==> src/rtl/aes_block_sequencer_pkg.sv <==
// Shared state encoding and constants for the AES block sequencer.
package aes_package;

    typedef enum logic [3:0] {
        IDLE,
        ERR,
        KEY_INIT,
        KEY_WAIT,
        LOAD_REQ,
        LOAD_WAIT,
        CORE_START,
        CORE_WAIT,
        STORE_REQ,
        STORE_WAIT,
        NEXT_BLK,
        DONE
    } aes_seq_state_t;

    localparam int unsigned AES_BLOCK_BYTES = 16;

    // Index width that stays legal for single-word blocks.
    function automatic int unsigned idx_width(input int unsigned n);
        return (n > 1) ? $clog2(n) : 1;
    endfunction

endpackage

==> src/rtl/aes_block_sequencer_if.sv <==
// Streamer and AES-core handshake bundle driven by the block sequencer.
interface aes_block_sequencer_if #(
    parameter int unsigned ADDR_W          = 32,
    parameter int unsigned WORD_W          = 32,
    parameter int unsigned WORDS_PER_BLOCK = 4
);
    localparam int unsigned IDX_W       = aes_package::idx_width(WORDS_PER_BLOCK);
    localparam int unsigned BLOCK_BYTES = WORDS_PER_BLOCK * WORD_W / 8;

    logic                   src_req_start_o;
    logic                   src_ready_start_i;
    logic                   src_done_i;
    logic [ADDR_W-1:0]      src_addr_o;

    logic                   snk_req_start_o;
    logic                   snk_ready_start_i;
    logic                   snk_done_i;
    logic [ADDR_W-1:0]      snk_addr_o;

    logic                   core_init_key_o;
    logic                   core_key_ready_i;
    logic                   core_start_o;
    logic                   core_valid_i;
    logic                   chain_o;
    logic [IDX_W-1:0]       word_idx_o;
    logic [BLOCK_BYTES-1:0] pad_mask_o;

    modport master (
        output src_req_start_o, src_addr_o,
        output snk_req_start_o, snk_addr_o,
        output core_init_key_o, core_start_o, chain_o, word_idx_o, pad_mask_o,
        input  src_ready_start_i, src_done_i,
        input  snk_ready_start_i, snk_done_i,
        input  core_key_ready_i, core_valid_i
    );

    modport slave (
        input  src_req_start_o, src_addr_o,
        input  snk_req_start_o, snk_addr_o,
        input  core_init_key_o, core_start_o, chain_o, word_idx_o, pad_mask_o,
        output src_ready_start_i, src_done_i,
        output snk_ready_start_i, snk_done_i,
        output core_key_ready_i, core_valid_i
    );

endinterface

==> src/rtl/aes_seq_addr_gen.sv <==
// Block/word counters plus streamer addresses and byte-valid mask for the current block.
module aes_seq_addr_gen
    import aes_package::*;
#(
    parameter int unsigned WORD_W          = 32,
    parameter int unsigned ADDR_W          = 32,
    parameter int unsigned LEN_W           = 32,
    parameter int unsigned WORDS_PER_BLOCK = 4,
    localparam int unsigned BLOCK_BYTES    = WORDS_PER_BLOCK * WORD_W / 8,
    localparam int unsigned IDX_W          = idx_width(WORDS_PER_BLOCK),
    localparam int unsigned CNT_W          = LEN_W + 1
) (
    input  logic                   clk,
    input  logic                   reset_n,
    input  logic                   clear,
    input  logic                   cnt_clr,
    input  logic                   word_inc,
    input  logic                   blk_inc,
    input  logic                   active,
    input  logic [ADDR_W-1:0]      in_base,
    input  logic [ADDR_W-1:0]      out_base,
    input  logic [LEN_W-1:0]       byte_len,
    output logic [CNT_W-1:0]       blk,
    output logic [IDX_W-1:0]       word,
    output logic                   last_word,
    output logic                   word_valid,
    output logic [ADDR_W-1:0]      src_addr,
    output logic [ADDR_W-1:0]      snk_addr,
    output logic [BLOCK_BYTES-1:0] pad_mask
);

    localparam logic [ADDR_W-1:0] BLOCK_STEP = ADDR_W'(BLOCK_BYTES);
    localparam logic [ADDR_W-1:0] WORD_STEP  = ADDR_W'(WORD_W / 8);

    logic [ADDR_W-1:0] offset;
    logic [CNT_W-1:0]  len_ext;
    logic [CNT_W-1:0]  blk_off;
    logic [CNT_W-1:0]  remaining;

    always_ff @(posedge clk or negedge reset_n) begin
        if (!reset_n) begin
            blk  <= '0;
            word <= '0;
        end else if (clear || cnt_clr) begin
            blk  <= '0;
            word <= '0;
        end else if (blk_inc) begin
            blk  <= blk + 1'b1;
            word <= '0;
        end else if (word_inc) begin
            word <= last_word ? '0 : word + 1'b1;
        end
    end

    assign last_word = (word == IDX_W'(WORDS_PER_BLOCK - 1));

    // Address arithmetic is ADDR_W wide so a job crossing the top of memory wraps.
    assign offset   = ADDR_W'(blk) * BLOCK_STEP + ADDR_W'(word) * WORD_STEP;
    assign src_addr = in_base + offset;
    assign snk_addr = out_base + offset;

    assign len_ext   = CNT_W'(byte_len);
    assign blk_off   = blk * CNT_W'(BLOCK_BYTES);
    assign remaining = (len_ext > blk_off) ? (len_ext - blk_off) : '0;

    assign word_valid = (CNT_W'(word) * CNT_W'(WORD_W / 8)) < remaining;

    // Outside a job the mask reads all ones so idle consumers see a full block.
    always_comb begin
        pad_mask = '1;
        for (int unsigned i = 0; i < BLOCK_BYTES; i++) begin
            pad_mask[i] = !active || (CNT_W'(i) < remaining);
        end
    end

endmodule

==> src/rtl/aes_block_sequencer.sv <==
// Job sequencer for the AES HWPE: key expansion, per-block word load, core run and word store.
module aes_block_sequencer
    import aes_package::*;
#(
    parameter int unsigned WORD_W          = 32,
    parameter int unsigned ADDR_W          = 32,
    parameter int unsigned LEN_W           = 32,
    parameter int unsigned WORDS_PER_BLOCK = 4,
    localparam int unsigned BLOCK_BYTES    = WORDS_PER_BLOCK * WORD_W / 8,
    localparam int unsigned IDX_W          = idx_width(WORDS_PER_BLOCK),
    localparam int unsigned CNT_W          = LEN_W + 1
) (
    input  logic                 clk,
    input  logic                 reset_n,
    input  logic                 clear,
    input  logic                 start_i,
    output logic                 done_o,
    output logic                 busy_o,
    output logic                 err_o,
    input  logic [ADDR_W-1:0]    in_base_i,
    input  logic [ADDR_W-1:0]    out_base_i,
    input  logic [LEN_W-1:0]     byte_len_i,
    input  logic                 cbc_en_i,
    input  logic                 key_update_i,
    aes_block_sequencer_if.master bus
);

    aes_seq_state_t state;
    aes_seq_state_t state_nxt;

    logic                   key_loaded;
    logic [ADDR_W-1:0]      in_base_q;
    logic [ADDR_W-1:0]      out_base_q;
    logic [LEN_W-1:0]       byte_len_q;
    logic                   cbc_en_q;
    logic [CNT_W-1:0]       nblk_q;

    logic                   cnt_clr;
    logic                   word_inc;
    logic                   blk_inc;
    logic [CNT_W-1:0]       blk;
    logic [IDX_W-1:0]       word;
    logic                   last_word;
    logic                   word_valid;
    logic [ADDR_W-1:0]      src_addr;
    logic [ADDR_W-1:0]      snk_addr;
    logic [BLOCK_BYTES-1:0] pad_mask;

    aes_seq_addr_gen #(
        .WORD_W          (WORD_W),
        .ADDR_W          (ADDR_W),
        .LEN_W           (LEN_W),
        .WORDS_PER_BLOCK (WORDS_PER_BLOCK)
    ) u_addr_gen (
        .clk        (clk),
        .reset_n    (reset_n),
        .clear      (clear),
        .cnt_clr    (cnt_clr),
        .word_inc   (word_inc),
        .blk_inc    (blk_inc),
        .active     (busy_o),
        .in_base    (in_base_q),
        .out_base   (out_base_q),
        .byte_len   (byte_len_q),
        .blk        (blk),
        .word       (word),
        .last_word  (last_word),
        .word_valid (word_valid),
        .src_addr   (src_addr),
        .snk_addr   (snk_addr),
        .pad_mask   (pad_mask)
    );

    assign cnt_clr = (state == IDLE) && start_i;

    always_ff @(posedge clk or negedge reset_n) begin
        if (!reset_n) begin
            state      <= IDLE;
            key_loaded <= 1'b0;
            in_base_q  <= '0;
            out_base_q <= '0;
            byte_len_q <= '0;
            cbc_en_q   <= 1'b0;
            nblk_q     <= '0;
        end else if (clear) begin
            state      <= IDLE;
            key_loaded <= 1'b0;
            in_base_q  <= '0;
            out_base_q <= '0;
            byte_len_q <= '0;
            cbc_en_q   <= 1'b0;
            nblk_q     <= '0;
        end else begin
            state <= state_nxt;
            if (cnt_clr) begin
                in_base_q  <= in_base_i;
                out_base_q <= out_base_i;
                byte_len_q <= byte_len_i;
                cbc_en_q   <= cbc_en_i;
                nblk_q     <= (CNT_W'(byte_len_i) + CNT_W'(BLOCK_BYTES - 1)) / CNT_W'(BLOCK_BYTES);
            end
            if (state == KEY_WAIT && bus.core_key_ready_i) begin
                key_loaded <= 1'b1;
            end
        end
    end

    always_comb begin
        state_nxt = state;
        word_inc  = 1'b0;
        blk_inc   = 1'b0;
        case (state)
            IDLE: begin
                if (start_i) begin
                    if (byte_len_i == '0) begin
                        state_nxt = ERR;
                    end else if (key_update_i || !key_loaded) begin
                        state_nxt = KEY_INIT;
                    end else begin
                        state_nxt = LOAD_REQ;
                    end
                end
            end
            ERR:      state_nxt = IDLE;
            KEY_INIT: state_nxt = KEY_WAIT;
            KEY_WAIT: if (bus.core_key_ready_i) state_nxt = LOAD_REQ;
            LOAD_REQ: begin
                // Padding words are counted here without a fetch; src_done is never looked at.
                if (!word_valid) begin
                    word_inc  = 1'b1;
                    state_nxt = last_word ? CORE_START : LOAD_REQ;
                end else if (bus.src_ready_start_i) begin
                    state_nxt = LOAD_WAIT;
                end
            end
            LOAD_WAIT: begin
                if (bus.src_done_i) begin
                    word_inc  = 1'b1;
                    state_nxt = last_word ? CORE_START : LOAD_REQ;
                end
            end
            CORE_START: state_nxt = CORE_WAIT;
            CORE_WAIT:  if (bus.core_valid_i) state_nxt = STORE_REQ;
            STORE_REQ:  if (bus.snk_ready_start_i) state_nxt = STORE_WAIT;
            STORE_WAIT: begin
                if (bus.snk_done_i) begin
                    word_inc  = 1'b1;
                    state_nxt = last_word ? NEXT_BLK : STORE_REQ;
                end
            end
            NEXT_BLK: begin
                blk_inc   = 1'b1;
                state_nxt = ((blk + 1'b1) == nblk_q) ? DONE : LOAD_REQ;
            end
            DONE:    state_nxt = IDLE;
            default: state_nxt = IDLE;
        endcase
    end

    always_comb begin
        busy_o              = (state != IDLE);
        done_o              = (state == DONE);
        err_o               = (state == ERR);
        bus.src_req_start_o = (state == LOAD_REQ) && word_valid;
        bus.snk_req_start_o = (state == STORE_REQ);
        bus.src_addr_o      = src_addr;
        bus.snk_addr_o      = snk_addr;
        bus.core_init_key_o = (state == KEY_INIT);
        bus.core_start_o    = (state == CORE_START);
        bus.chain_o         = cbc_en_q && (blk != '0) &&
                              (state inside {LOAD_REQ, LOAD_WAIT, CORE_START, CORE_WAIT});
        bus.word_idx_o      = word;
        bus.pad_mask_o      = pad_mask;
    end

endmodule

==> src/flat_wrapper.sv <==
// flat-port wrapper written by rule: the top's interface ports become plain ports
module aes_block_sequencer_flat import aes_package::*;
#(
    parameter int unsigned WORD_W          = 32,
    parameter int unsigned ADDR_W          = 32,
    parameter int unsigned LEN_W           = 32,
    parameter int unsigned WORDS_PER_BLOCK = 4,
    localparam int unsigned BLOCK_BYTES    = WORDS_PER_BLOCK * WORD_W / 8,
    localparam int unsigned IDX_W          = idx_width(WORDS_PER_BLOCK),
    localparam int unsigned CNT_W          = LEN_W + 1
)
  (clk, reset_n, clear, start_i, done_o, busy_o, err_o, in_base_i, out_base_i, byte_len_i, cbc_en_i, key_update_i, bus_src_req_start_o, bus_src_addr_o, bus_snk_req_start_o, bus_snk_addr_o, bus_core_init_key_o, bus_core_start_o, bus_chain_o, bus_word_idx_o, bus_pad_mask_o, bus_src_ready_start_i, bus_src_done_i, bus_snk_ready_start_i, bus_snk_done_i, bus_core_key_ready_i, bus_core_valid_i);
  aes_block_sequencer_if #(.ADDR_W(ADDR_W), .WORD_W(WORD_W), .WORDS_PER_BLOCK(WORDS_PER_BLOCK)) bus_i ();
  input  logic clk;
  input  logic reset_n;
  input  logic clear;
  input  logic start_i;
  output logic done_o;
  output logic busy_o;
  output logic err_o;
  input  logic [ADDR_W-1:0] in_base_i;
  input  logic [ADDR_W-1:0] out_base_i;
  input  logic [LEN_W-1:0] byte_len_i;
  input  logic cbc_en_i;
  input  logic key_update_i;
  output wire logic [$bits(bus_i.src_req_start_o)-1:0] bus_src_req_start_o;
  output wire logic [$bits(bus_i.src_addr_o)-1:0] bus_src_addr_o;
  output wire logic [$bits(bus_i.snk_req_start_o)-1:0] bus_snk_req_start_o;
  output wire logic [$bits(bus_i.snk_addr_o)-1:0] bus_snk_addr_o;
  output wire logic [$bits(bus_i.core_init_key_o)-1:0] bus_core_init_key_o;
  output wire logic [$bits(bus_i.core_start_o)-1:0] bus_core_start_o;
  output wire logic [$bits(bus_i.chain_o)-1:0] bus_chain_o;
  output wire logic [$bits(bus_i.word_idx_o)-1:0] bus_word_idx_o;
  output wire logic [$bits(bus_i.pad_mask_o)-1:0] bus_pad_mask_o;
  input wire logic [$bits(bus_i.src_ready_start_i)-1:0] bus_src_ready_start_i;
  input wire logic [$bits(bus_i.src_done_i)-1:0] bus_src_done_i;
  input wire logic [$bits(bus_i.snk_ready_start_i)-1:0] bus_snk_ready_start_i;
  input wire logic [$bits(bus_i.snk_done_i)-1:0] bus_snk_done_i;
  input wire logic [$bits(bus_i.core_key_ready_i)-1:0] bus_core_key_ready_i;
  input wire logic [$bits(bus_i.core_valid_i)-1:0] bus_core_valid_i;
  assign bus_src_req_start_o = bus_i.src_req_start_o;
  assign bus_src_addr_o = bus_i.src_addr_o;
  assign bus_snk_req_start_o = bus_i.snk_req_start_o;
  assign bus_snk_addr_o = bus_i.snk_addr_o;
  assign bus_core_init_key_o = bus_i.core_init_key_o;
  assign bus_core_start_o = bus_i.core_start_o;
  assign bus_chain_o = bus_i.chain_o;
  assign bus_word_idx_o = bus_i.word_idx_o;
  assign bus_pad_mask_o = bus_i.pad_mask_o;
  assign bus_i.src_ready_start_i = bus_src_ready_start_i;
  assign bus_i.src_done_i = bus_src_done_i;
  assign bus_i.snk_ready_start_i = bus_snk_ready_start_i;
  assign bus_i.snk_done_i = bus_snk_done_i;
  assign bus_i.core_key_ready_i = bus_core_key_ready_i;
  assign bus_i.core_valid_i = bus_core_valid_i;
  aes_block_sequencer #(.WORD_W(WORD_W), .ADDR_W(ADDR_W), .LEN_W(LEN_W), .WORDS_PER_BLOCK(WORDS_PER_BLOCK)) u_core (.clk(clk), .reset_n(reset_n), .clear(clear), .start_i(start_i), .done_o(done_o), .busy_o(busy_o), .err_o(err_o), .in_base_i(in_base_i), .out_base_i(out_base_i), .byte_len_i(byte_len_i), .cbc_en_i(cbc_en_i), .key_update_i(key_update_i), .bus(bus_i));
endmodule
==> config.mk <==
export PLATFORM = sky130hd
export DESIGN_NAME = aes_block_sequencer_flat
export DESIGN_NICKNAME = d
export VERILOG_FILES = /design/src/rtl/aes_block_sequencer_pkg.sv /design/src/rtl/aes_block_sequencer_if.sv /design/src/rtl/aes_seq_addr_gen.sv /design/src/rtl/aes_block_sequencer.sv /design/src/flat_wrapper.sv
export SDC_FILE = /design/constraint.sdc
export NUM_CORES = 1
export LEC_CHECK = 0
export BUFFER_PORTS_ARGS = -buffer_cell sky130_fd_sc_hd__buf_2
export CORE_ASPECT_RATIO = 1.5
export CORE_MARGIN = 8
export CORE_UTILIZATION = 54
export CTS_BUF_LIST = sky130_fd_sc_hd__clkbuf_4 sky130_fd_sc_hd__clkbuf_8
export CTS_CLUSTER_DIAMETER = 50
export DETAILED_ROUTE_END_ITERATION = 6
export GPL_TIMING_DRIVEN = 0
export PLACE_DENSITY = 0.77
export REMOVE_ABC_BUFFERS = 1
export SETUP_SLACK_MARGIN = 0.02
export SLEW_MARGIN = 20
export SYNTH_ARGS = -nofsm -noshare
export SYNTH_HDL_FRONTEND = slang
export SYNTH_SLANG_ARGS = --single-unit
export TNS_END_PERCENT = 10
==> constraint.sdc <==
create_clock -name clk -period 4.3 [get_ports clk]
set_input_delay 0.645 -clock clk [delete_from_list [all_inputs] [get_ports clk]]
set_output_delay 0.645 -clock clk [all_outputs]
set_load 0.05 [all_outputs]
# Word-level counts from Yosys, hierarchy flattened
# Cells that the tools add are included.
# classes
magnitude_cmp	18
add_sub_neg	7
eq_ne	20
muxes	39
reduce_logical	35
# op_table
cell	count
4-bit by 33-bit < comparator with 1-bit output, first input constant	8
32-bit 2-to-1 mux	6
33-bit 2-to-1 mux	5
3-bit by 33-bit < comparator with 1-bit output, first input constant	4
1-bit by 33-bit < comparator with 1-bit output, first input constant	2
2-bit by 33-bit < comparator with 1-bit output, first input constant	2
32-bit adder	2
4-bit 2-to-1 mux	11
4-bit case mux with 10 select lines	1
32-bit by 4-bit adder with 33-bit output, second input constant	1
33-bit by 1-bit adder with 33-bit output, second input constant	1
33-bit equality test	1
32-bit by 33-bit > comparator with 1-bit output	1
4-bit by 33-bit < comparator with 1-bit output	1
33-bit nonzero test	1
32-bit by 33-bit subtractor with 33-bit output	1
32-bit by 4-bit adder with 32-bit output	1
32-bit zero test	1
1-bit logical OR	18
4-bit by 3-bit equality test with 1-bit output, second input constant	4
4-bit equality test, second input constant	4
3-bit inequality test, second input constant	5
2-bit 2-to-1 mux	6
4-bit by 2-bit equality test with 1-bit output, second input constant	2
15 further kinds	30
# totals
out_inout_bits	90
ff_bits	170

# Longest topological paths before layout
# depth
word_depth	8
ltp_mapped	20

# By module
# Synthesis repeated with hierarchy kept, for this count alone.
# unflattened
cells_unflattened	1743
hier_area_um2	13965.9
# modules_own_cells
module	cells_per_inst	instances	area_each_um2	seq_area_each_um2
aes_block_sequencer	844	1	7211.9	3278.1
aes_seq_addr_gen	899	1	6754.0	875.8

# Least setup slack after synthesis
# OpenSTA, ideal clock, no wires.
# synth_timing
path_type	reg-to-output
startpoint	reg u_core.u_addr_gen.blk[3]
endpoint	out bus_pad_mask_o[8]
slack_ns	-0.710
stages_incl_launch_ff	15
arrival_time_ns	4.365
path_buffers	1
t_required_ns	3.655
cell_sequence	dfrtp_1 > clkbuf_1 > inv_1 > ha_1 > a21o_1 > or2_1 > a21bo_2 > or2_2 > a2111o_1 > nand4_1 > nor4_2 > nand4_2 > a21oi_2 > nand2_2 > a21boi_0
# synth_via
elab_chain_cells	4
# synth_rtl
item	line_no	text
start, declared	aes_seq_addr_gen.sv:23	output logic [CNT_W-1:0] blk,
start signal, assigned	aes_seq_addr_gen.sv:48	blk <= blk + 1'b1;
32-bit by 33-bit subtractor with 33-bit output or 32-bit by 33-bit > comparator with 1-bit output (tied branches)	aes_seq_addr_gen.sv:64	assign remaining = (len_ext > blk_off) ? (len_ext - blk_off) : '0;
33-bit 2-to-1 mux (*)	aes_seq_addr_gen.sv:64	
4-bit by 33-bit < comparator with 1-bit output (*)	aes_seq_addr_gen.sv:72	pad_mask[i] = !active || (CNT_W'(i) < remaining);
1-bit logical OR (*)	aes_seq_addr_gen.sv:72	
end, declared	flat_wrapper.sv:34	output wire logic [$bits(bus_i.pad_mask_o)-1:0] bus_pad_mask_o;
# Mark *: on every way between the ends. The rest lies on a longest branch, timed or not.

# Worst setup path in the final report
# layout_timing
startpoint	reg u_core.u_addr_gen.blk[0]
endpoint	out bus_pad_mask_o[12]
# The elaborated chain is that of the path after synthesis.

==> run summary <==
Total CTS buffers: 17
Ratio of cells with drive above 1 in the final layout: 24.8%
Count leader, synth: dfrtp_1
DR vias/cell: 6.19
Synth cell types: 79
Worst VDD drop: 1510 uV
Detailed router's first-iteration violation count: 775
Remaining antenna violation count: 0
Power Total: 9.89 mW
R2R setup slack: -0.06 ns
Chip height: 207 um
Overflow after GRT: 0
Commonest cells post-synth: dfrtp_1, nand2_1, nor2_1
Post-Synthesis Cells: 1551
CP dominant cell by count: nand4_1
Outcome: finished with violations
Top post-synthesis cells by area: dfrtp_1, ha_1, xnor2_1
Initial antenna violation count: 6
Setup crit end kind: output pin
CTS tree: built
# hold bufs at CTS: 0
Crit path max-delay family: simple AND/OR/NAND/NOR gates
Max Cap Viol: 0
Flops & latches, synth: 166
Full die area: 29800 sq um
WP buf/inv: 2
Gpl congestion: 0.952
Syn Area/Cell: 8.50 sq um
Skew final: 0.0187 ns
Final worst path period need: 5.10 ns
DRC: 0
CTS sink cnt: 166
Drt total wl: 42700 um
CTS clk-pin slew, worst paths: 0.10 ns
Synthesized cell area: 13200 sq um
Required time of the worst setup path: 3.65 ns
Fin crit share: 119%
First-pass GRT wire length: 66500 um
GR Util All Layers: 28.1%
Worst hold path type: input pin to async pin
CP startpoint kind: flop
Synth-to-Final Area Change: 22.0%
Clock latency at the later pin of the worst-skew pair: 0.49 ns
Drt first pass iters: 5
DP Wirelength: 31300 um
I/O pin count: 198
Largest net degree at the start of global routing: 93
Die span in x: 144 um
Vias in the first global route: 12.7k
Final setup viols: 29
WS Path Type: flop to output pin
Number of buffers added on ports: 197
Pwr Density: 615 nW/um^2
Root buffer cell: clkbuf_8
Sequential area share after synthesis: 31.5%
Failing checks: negative setup slack
WL per Instance: 20.5 um
Clock Path Buffers: 2
Setup WS pre-CTS: -2.03 ns
Yosys top cell area share: 31.5%
Worst path slowest cell: fa_2
Relative slew slack: 28.4%
Leakage power: 7.39 nW
H-tree levels: 4
Least-Margin Pin Slew: 1.06 ns
Crit-path max cell delay: 0.56 ns
Async set-or-reset flop fraction in the synthesized netlist: 100%
Fin nets: 1946
Ys Warns: 0
Core Area: 24200 sq um
Worst Path Arrival: 4.45 ns
Starting Density: 54.5%
Vias: 12.9k
Crit path max fanout: 3
RSZ-0062 raised after global routing: yes
Top_reg_cell synth: dfrtp_1
Max Transition Viols Final: 0
Max frequency: 196 MHz
Final hold violation count: 0
Num rows: 70
EDFF count, synth: 0
Crit-path cells: ha_4 -> fa_2 -> o221ai_4 -> a2111oi_4 -> nand4_1 -> a2111oi_4 -> nand4_1 -> nor4_4 -> nand4_1 -> buf_6 -> or4_4 -> o31a_1 -> buf_6
Yosys top cell by area: dfrtp_1
Setup ws final: -0.798 ns
cell families after synthesis:
| kind of cell | share of synthesized area, % |
|---|---|
| AND/OR/NAND/NOR | 19.8 |
| AO/OA/AOI/OAI | 24.5 |
| flip-flops | 31.5 |
| XOR/XNOR | 9.83 |
| buffers and inverters | 4.30 |
| adder cells (fa/ha/maj) | 9.09 |
| multiplexers | 1.03 |
final cells by class:
type	count	area [sq um]
inverters	71	267
fillers	1977	8090
repair buffers	250	1690
multi-input cells	1238	9120
flip-flops and latches	166	4190
well taps	324	405
clock inverters	9	130
diodes	7	17.5
clock buffers	21	264
placed cells by master, fill, tap and decap left out, types with 30 or more instances in the layout:
cell | synthesis | layout
a21oi_1 | 92 | 81
xor2_1 | 37 | 37
inv_1 | 71 | 67
buf_2 | 0 | 165
ha_1 | 91 | 70
xnor2_1 | 111 | 110
nand2_1 | 131 | 127
nor2_1 | 114 | 110
buf_4 | 4 | 55
dfrtp_1 | 166 | 137
a22o_1 | 90 | 90
nor3_1 | 33 | 30
nand4_1 | 35 | 35
a21o_1 | 31 | 31
nand3_1 | 36 | 33
o21ai_0 | 109 | 95
final timing paths:
kind	start	endpoint	cells after the start
worst max-delay path	u_core.u_addr_gen.blk[0]$_DFFE_PN0P_	bus_pad_mask_o[12]	13
worst min-delay path	reset_n	u_core.byte_len_q[4]$_DFFE_PN0N_	1
worst max register to register	u_core.u_addr_gen.blk[8]$_DFFE_PN0P_	u_core.u_addr_gen.word[0]$_DFFE_PN0P_	20
worst min register to register	u_core.nblk_q[22]$_DFFE_PN0N_	u_core.nblk_q[22]$_DFFE_PN0N_	2
max in group asynchronous	reset_n	u_core.u_addr_gen.blk[20]$_DFFE_PN0P_	2
min in group clk	in_base_i[0]	u_core.in_base_q[0]$_DFFE_PN0N_	2
what timing repair did:
action / CTS / global route
resized for setup: 148 / 78
setup buffers: 27 / 17
endpoints found under the hold margin: 0 / 0
endpoints found under the setup margin: 48 / 41
pin swaps: 26 / 23
sequential cells by signal, summed over array words and instances (netlist names):
signal / cells
u_core.state: 4
u_core.nblk_q: 29
u_core.byte_len_q: 32
u_core.key_loaded: 1
u_core.u_addr_gen.blk: 33
u_core.in_base_q: 32
u_core.cbc_en_q: 1
u_core.u_addr_gen.word: 2
u_core.out_base_q: 32
routing by layer:
metal / vias up / track usage, % / share of wire [%]
li1: 6092 / - / -
met2: 466 / 49.2 / 52
met1: 6250 / 32.4 / 38
met5: - / 0 / 0
met4: 0 / 14.9 / 4.7
met3: 108 / 3.73 / 5.5
metrics by stage:
step | instances | util (%) | instance area (sq um) | hold WS [ns] | setup TNS, ns
3_5_place_dp | 2005 | 60.1 | 14500 | 0.482 | -41.46
5_1_grt | 2085 | 66.5 | 16100 | 0.150 | -16.37
2_1_floorplan | 1475 | - | 12900 | 0.349 | -154.97
6_report | 2086 | 66.5 | 16100 | 0.114 | -12.08
4_1_cts | 2062 | 64.7 | 15600 | 0.140 | -12.16
3_3_place_gp | 1996 | 59.0 | 14300 | 0.472 | -608.92
power by group:
part / total (mW) / leakage, nW / internal, mW / switching [mW]
Combinational: 6.55 / 4.98 / 2.43 / 4.12
Sequential: 2.15 / 2.22 / 1.85 / 0.292
Clock: 1.19 / 0.191 / 0.590 / 0.596
Note: power is estimated with default switching activity, not from simulation.
